<file path="src/rtl/load_store_unit.sv">
// MEM-stage load/store unit in front of a big-endian word-addressed data memory.
// Handles sub-word loads with extension, sub-word stores via read-modify-write, and fault detection.
module load_store_unit #(
  parameter int MEM_BYTES = 512
) (
  input  logic        clk,
  input  logic        reset,
  input  logic        req_valid,
  output logic        req_ready,
  input  logic [2:0]  mem_op,
  input  logic [31:0] addr,
  input  logic [31:0] store_data,
  output logic        resp_valid,
  output logic [31:0] load_data,
  output logic        fault,
  output logic [31:0] dm_address,
  output logic [31:0] dm_write_data,
  output logic        dm_mem_read,
  output logic        dm_mem_write,
  input  logic [31:0] dm_read_data
);

  typedef enum logic [2:0] {
    IDLE, LOAD, STORE, RMW_READ, RMW_WRITE, RESP
  } state_t;

  localparam logic [2:0] OP_LW  = 3'd0;
  localparam logic [2:0] OP_LH  = 3'd1;
  localparam logic [2:0] OP_LHU = 3'd2;
  localparam logic [2:0] OP_LB  = 3'd3;
  localparam logic [2:0] OP_LBU = 3'd4;
  localparam logic [2:0] OP_SW  = 3'd5;
  localparam logic [2:0] OP_SH  = 3'd6;
  localparam logic [2:0] OP_SB  = 3'd7;

  state_t      state, state_n;
  logic [31:0] addr_q, data_q, word_q;
  logic [2:0]  op_q;
  logic        accept, misalign, out_of_range, req_fault;
  logic [7:0]  lane_b;
  logic [15:0] lane_h;
  logic [4:0]  sh_b, sh_h;
  logic [31:0] ext, merged;

  assign accept       = req_valid & req_ready;
  assign out_of_range = addr >= 32'(MEM_BYTES);
  assign req_fault    = misalign | out_of_range;

  // Alignment requirement depends on the access width of the incoming op
  always_comb begin
    misalign = 1'b0;
    case (mem_op)
      OP_LW, OP_SW:         misalign = addr[1:0] != 2'b00;
      OP_LH, OP_LHU, OP_SH: misalign = addr[0];
      default:              misalign = 1'b0;
    endcase
  end

  // Big-endian lane shifts: offset 0 is the most significant lane
  assign sh_b   = {~addr_q[1:0], 3'b000};
  assign sh_h   = {~addr_q[1], 4'b0000};
  assign lane_b = 8'(dm_read_data >> sh_b);
  assign lane_h = 16'(dm_read_data >> sh_h);

  // Extend the addressed lane of the read word according to the load type
  always_comb begin
    ext = 32'd0;
    case (op_q)
      OP_LW:   ext = dm_read_data;
      OP_LH:   ext = {{16{lane_h[15]}}, lane_h};
      OP_LHU:  ext = {16'd0, lane_h};
      OP_LB:   ext = {{24{lane_b[7]}}, lane_b};
      OP_LBU:  ext = {24'd0, lane_b};
      default: ext = 32'd0;
    endcase
  end

  // Replace only the addressed lane of the captured word for sub-word stores
  always_comb begin
    merged = word_q;
    if (op_q == OP_SB)
      merged = (word_q & ~(32'h0000_00FF << sh_b))
             | ({24'd0, data_q[7:0]} << sh_b);
    else
      merged = (word_q & ~(32'h0000_FFFF << sh_h))
             | ({16'd0, data_q[15:0]} << sh_h);
  end

  assign dm_address    = {addr_q[31:2], 2'b00};
  assign dm_write_data = (op_q == OP_SW) ? data_q : merged;
  assign dm_mem_read   = (state == LOAD) | (state == RMW_READ);
  assign dm_mem_write  = (state == STORE) | (state == RMW_WRITE);
  assign req_ready     = state == IDLE;
  assign resp_valid    = state == RESP;

  // Next-state selection; new requests are only considered in IDLE
  always_comb begin
    state_n = state;
    case (state)
      IDLE: begin
        if (accept) begin
          if (req_fault)
            state_n = RESP;
          else if (mem_op == OP_SW)
            state_n = STORE;
          else if (mem_op == OP_SH || mem_op == OP_SB)
            state_n = RMW_READ;
          else
            state_n = LOAD;
        end
      end
      LOAD:      state_n = RESP;
      STORE:     state_n = RESP;
      RMW_READ:  state_n = RMW_WRITE;
      RMW_WRITE: state_n = RESP;
      RESP:      state_n = IDLE;
      default:   state_n = IDLE;
    endcase
  end

  // State, request latches and registered response fields
  always_ff @(posedge clk) begin
    if (reset) begin
      state     <= IDLE;
      addr_q    <= 32'd0;
      data_q    <= 32'd0;
      op_q      <= 3'd0;
      word_q    <= 32'd0;
      load_data <= 32'd0;
      fault     <= 1'b0;
    end else begin
      state <= state_n;
      if (accept) begin
        addr_q <= addr;
        data_q <= store_data;
        op_q   <= mem_op;
        if (req_fault) begin
          load_data <= 32'd0;
          fault     <= 1'b1;
        end
      end
      case (state)
        LOAD: begin
          load_data <= ext;
          fault     <= 1'b0;
        end
        STORE, RMW_WRITE: begin
          load_data <= 32'd0;
          fault     <= 1'b0;
        end
        RMW_READ: word_q <= dm_read_data;
        default: ;
      endcase
    end
  end

endmodule

</file>
<file path="config.mk">
export PLATFORM = sky130hd
export DESIGN_NAME = load_store_unit
export DESIGN_NICKNAME = d
export VERILOG_FILES = /design/src/rtl/load_store_unit.sv
export SDC_FILE = /design/constraint.sdc
export NUM_CORES = 1
export LEC_CHECK = 0
export ABC_CLOCK_PERIOD_IN_PS = 2350
export CAP_MARGIN = 15
export CORE_UTILIZATION = 47
export DETAILED_ROUTE_END_ITERATION = 8
export GPL_ROUTABILITY_DRIVEN = 0
export GPL_TIMING_DRIVEN = 0
export MAX_ROUTING_LAYER = met4
export PLACE_DENSITY = 0.79
export REMOVE_ABC_BUFFERS = 1
export SYNTH_ARGS = -nofsm -noshare
export SYNTH_HDL_FRONTEND = slang
export SYNTH_SLANG_ARGS = --single-unit
</file>
<file path="constraint.sdc">
create_clock -name clk -period 2.35 [get_ports clk]
set_clock_uncertainty 0.2 [all_clocks]
set_input_delay 0.47 -clock clk [delete_from_list [all_inputs] [get_ports clk]]
set_output_delay 0.47 -clock clk [all_outputs]
set_load 0.01 [all_outputs]
</file>
==> qor.yml <==
outcome: "finished with violations"
violations: "negative setup slack"
synth_top_area_share_pct: 43.10
ys_top_cells_by_area: "dfxtp_1, nand2_1, a21oi_1"
leakage_nw: 3.778
drt-initial-drc-count: 719
placed_cell_area_um2: 8098
post-route-min-period_ns: 2.568
drive_above_1_share_pct: 21.86
numCtsBuffers: 17
pin_count: 203
n_antenna_cell: 0
grt_pass1_wl_mm: 32.05
grt_pass1_vias: 6299
yosysSeqAreaShare_pct: 43.10
ir_drop_v: 0.0005867
dr.pass1.iters: 6
clk_path_buf_depth: 2
syn2layout_area_growth_pct: 53.67
combPwrFrac_pct: 22.3
root_buffer: "clkbuf_16"
p_clk_share_pct: 40.9
synth_warnings: 0
post-dp-hpwl_mm: 12.26
p_seq_share_pct: 36.7
viasPerCell: 5.833
die_y_um: 117.5
die_width_um: 117.5
cts_tree: "built"
synth_ff_type: "dfxtp_1"
syn_area_um2: 6271
setup-violations-final: 32
p_per_area_nw_per_um2: 722.9
max_freq_mhz: 389.4
overflow: 0
track_usage_pct: 30.24
switching_power_mw: 1.940
yosysUniqueCellTypes: 48
maxCapViolCount: 0
worst_setup_path_start_kind: "flop"
p_int_mw: 5.026
nFillCells: 881
cp.required_ns: 1.68
drt_wl_total_mm: 22.22
postCtsHoldBufs: 0
crit_path_max_fanout: 4
cp.arrival_ns: 1.90
die-area_um2: 13810
hold_viol: 0
synth_top_area_cell: "dfxtp_1"
clk_latency_ns: 0.43
ys_seq_elements: 135
final_cell_area_um2: 9637
seqCellArea_um2: 2725
clk_pin_slew_ns: 0.06
clock_sinks: 135
vias: 6714
hold_class: "input pin to flop"
synth_edf_count: 0
h-tree-depth: 4
setup_ws_ns: -0.2184
worst_pin_slew_ns: 1.131
io_buffer_count: 200
crit_type: "flop to primary output"
antenna_found_initial: 0
timing.final.crit_share_pct: 109.3
ant_nets: 0
async_reset_ff_share_pct: 0
multiInputGateArea_um2: 3571
power_mw: 6.966
switching_share_pct: 27.85
final_common_cell: "nand2_1"
drv_slew: 0
grt_max_degree: 61
syn_area_per_cell_um2: 7.958
start_util_pct: 48.90
syn_inst: 788
placementRows: 41
drc: 0
layout.nets: 1068
core_um2: 12820
layout_common_cells: "nand2_1, clkdlybuf4s50_1, dfxtp_1"
rsz0062_at_grt: "yes"
slew-limit-headroom_pct: 24.43
routedWlPerCell_um: 19.31
setup.worst_path.end_class: "primary output"
[metal layers]
layer	vias to the layer above	GRT usage (%)	share of wire, %
met2	384	47.78	48
met5	-	-	0
li1	3052	-	-
met4	0	15.87	5.2
met3	111	7.946	8.2
met1	3167	35.31	39
[flip-flops by register name, summed over array words and instances (netlist names)]
register,flops
addr_q,32
data_q,32
load_data,32
word_q,32
op_q,3
state,3
fault,1
[stage by stage]
step | util (%) | hold WS (ns) | TNS (ns) | worst slack (ns) | cells
6_report | 75.14 | 0.1337 | -4.158 | -0.2184 | 1151
2_1_floorplan | - | 0.2278 | -34.46 | -0.6655 | 701
4_1_cts | 72.65 | 0.2529 | -1.948 | -0.1323 | 1144
3_3_place_gp | 62.39 | 0.2380 | -311.81 | -2.987 | 1073
3_5_place_dp | 63.14 | 0.2401 | -59.04 | -1.202 | 1078
5_1_grt | 75.14 | 0.1488 | -5.661 | -0.2601 | 1151
[power groups by stage]
| stage | clock, mW | combinational, mW | sequential (mW) |
|---|---|---|---|
| floorplan | 0 | 0.537 | 2.62 |
| global placement | 0 | 1.23 | 2.60 |
| detailed placement | 0 | 1.25 | 2.61 |
| CTS | 2.86 | 1.43 | 2.55 |
| global route | 2.97 | 1.65 | 2.57 |
| finish | 2.85 | 1.55 | 2.56 |
[final timing paths]
kind	from	slack, ns	cells past startpoint	endpoint
setup / recovery	op_q[2]	-0.22	8	dm_write_data[31]
hold / removal	addr[23]	0.13	3	addr_q[23]
setup reg to reg	addr_q[1]	0	6	load_data[2]
hold reg to reg	load_data[16]	0.25	1	load_data[16]
[critical path, cell delays in order (launching register included)]
cell and delay (ns):
dfxtp_4 0.38, nand2_8 0.12, inv_8 0.06, a31oi_4 0.27, buf_6 0.17, buf_6 0.10, nor2_4 0.03, o31ai_2 0.17
buf_2 0.18
[area by class of cell]
| cell class | count | area share, % |
|---|---|---|
| Clock buffer | 19 | 4.700 |
| Timing Repair Buffer | 245 | 25.69 |
| Inverter | 2 | 0.1948 |
| Clock inverter | 13 | 1.844 |
| Sequential cell | 135 | 28.28 |
| Tap cell | 172 | 2.233 |
| Multi-Input combinational cell | 565 | 37.06 |
[kinds of logic (layout without fill, tap and decap cells)]
kind of cell,Yosys count,in the layout,synth area share (%)
DFF,135,135,43.10
other,1,2,0.05980
and+or+nand+nor,305,305,19.77
buffers and inverters,90,279,7.941
muxes,31,31,6.744
AOI/OAI and AO/OA,221,222,21.67
adders and majority gates,1,1,0.1596
xor gates and xnor gates,4,4,0.5588
[synth_stat cells, drive strengths merged, types with 3 or more instances]
master and count:
mux4 8, a21oi 128, a221oi 13, nor2b 8, buf 49, mux2 10, nor3 6, clkbuf 39
nand2 246, nor4 6, nand3 3, a21o 17, mux2i 13, o21ai 12, nor2 28, o2bb2ai 15
dfxtp 135, o31ai 10, o22ai 16
[what timing repair did]
action	in CTS	in global routing
cloned	1	2
resized for setup	243	52
endpoints found under the setup margin	66	64
setup buffers	33	5
pin swaps	20	16
Note: power is estimated with default switching activity, not from simulation.
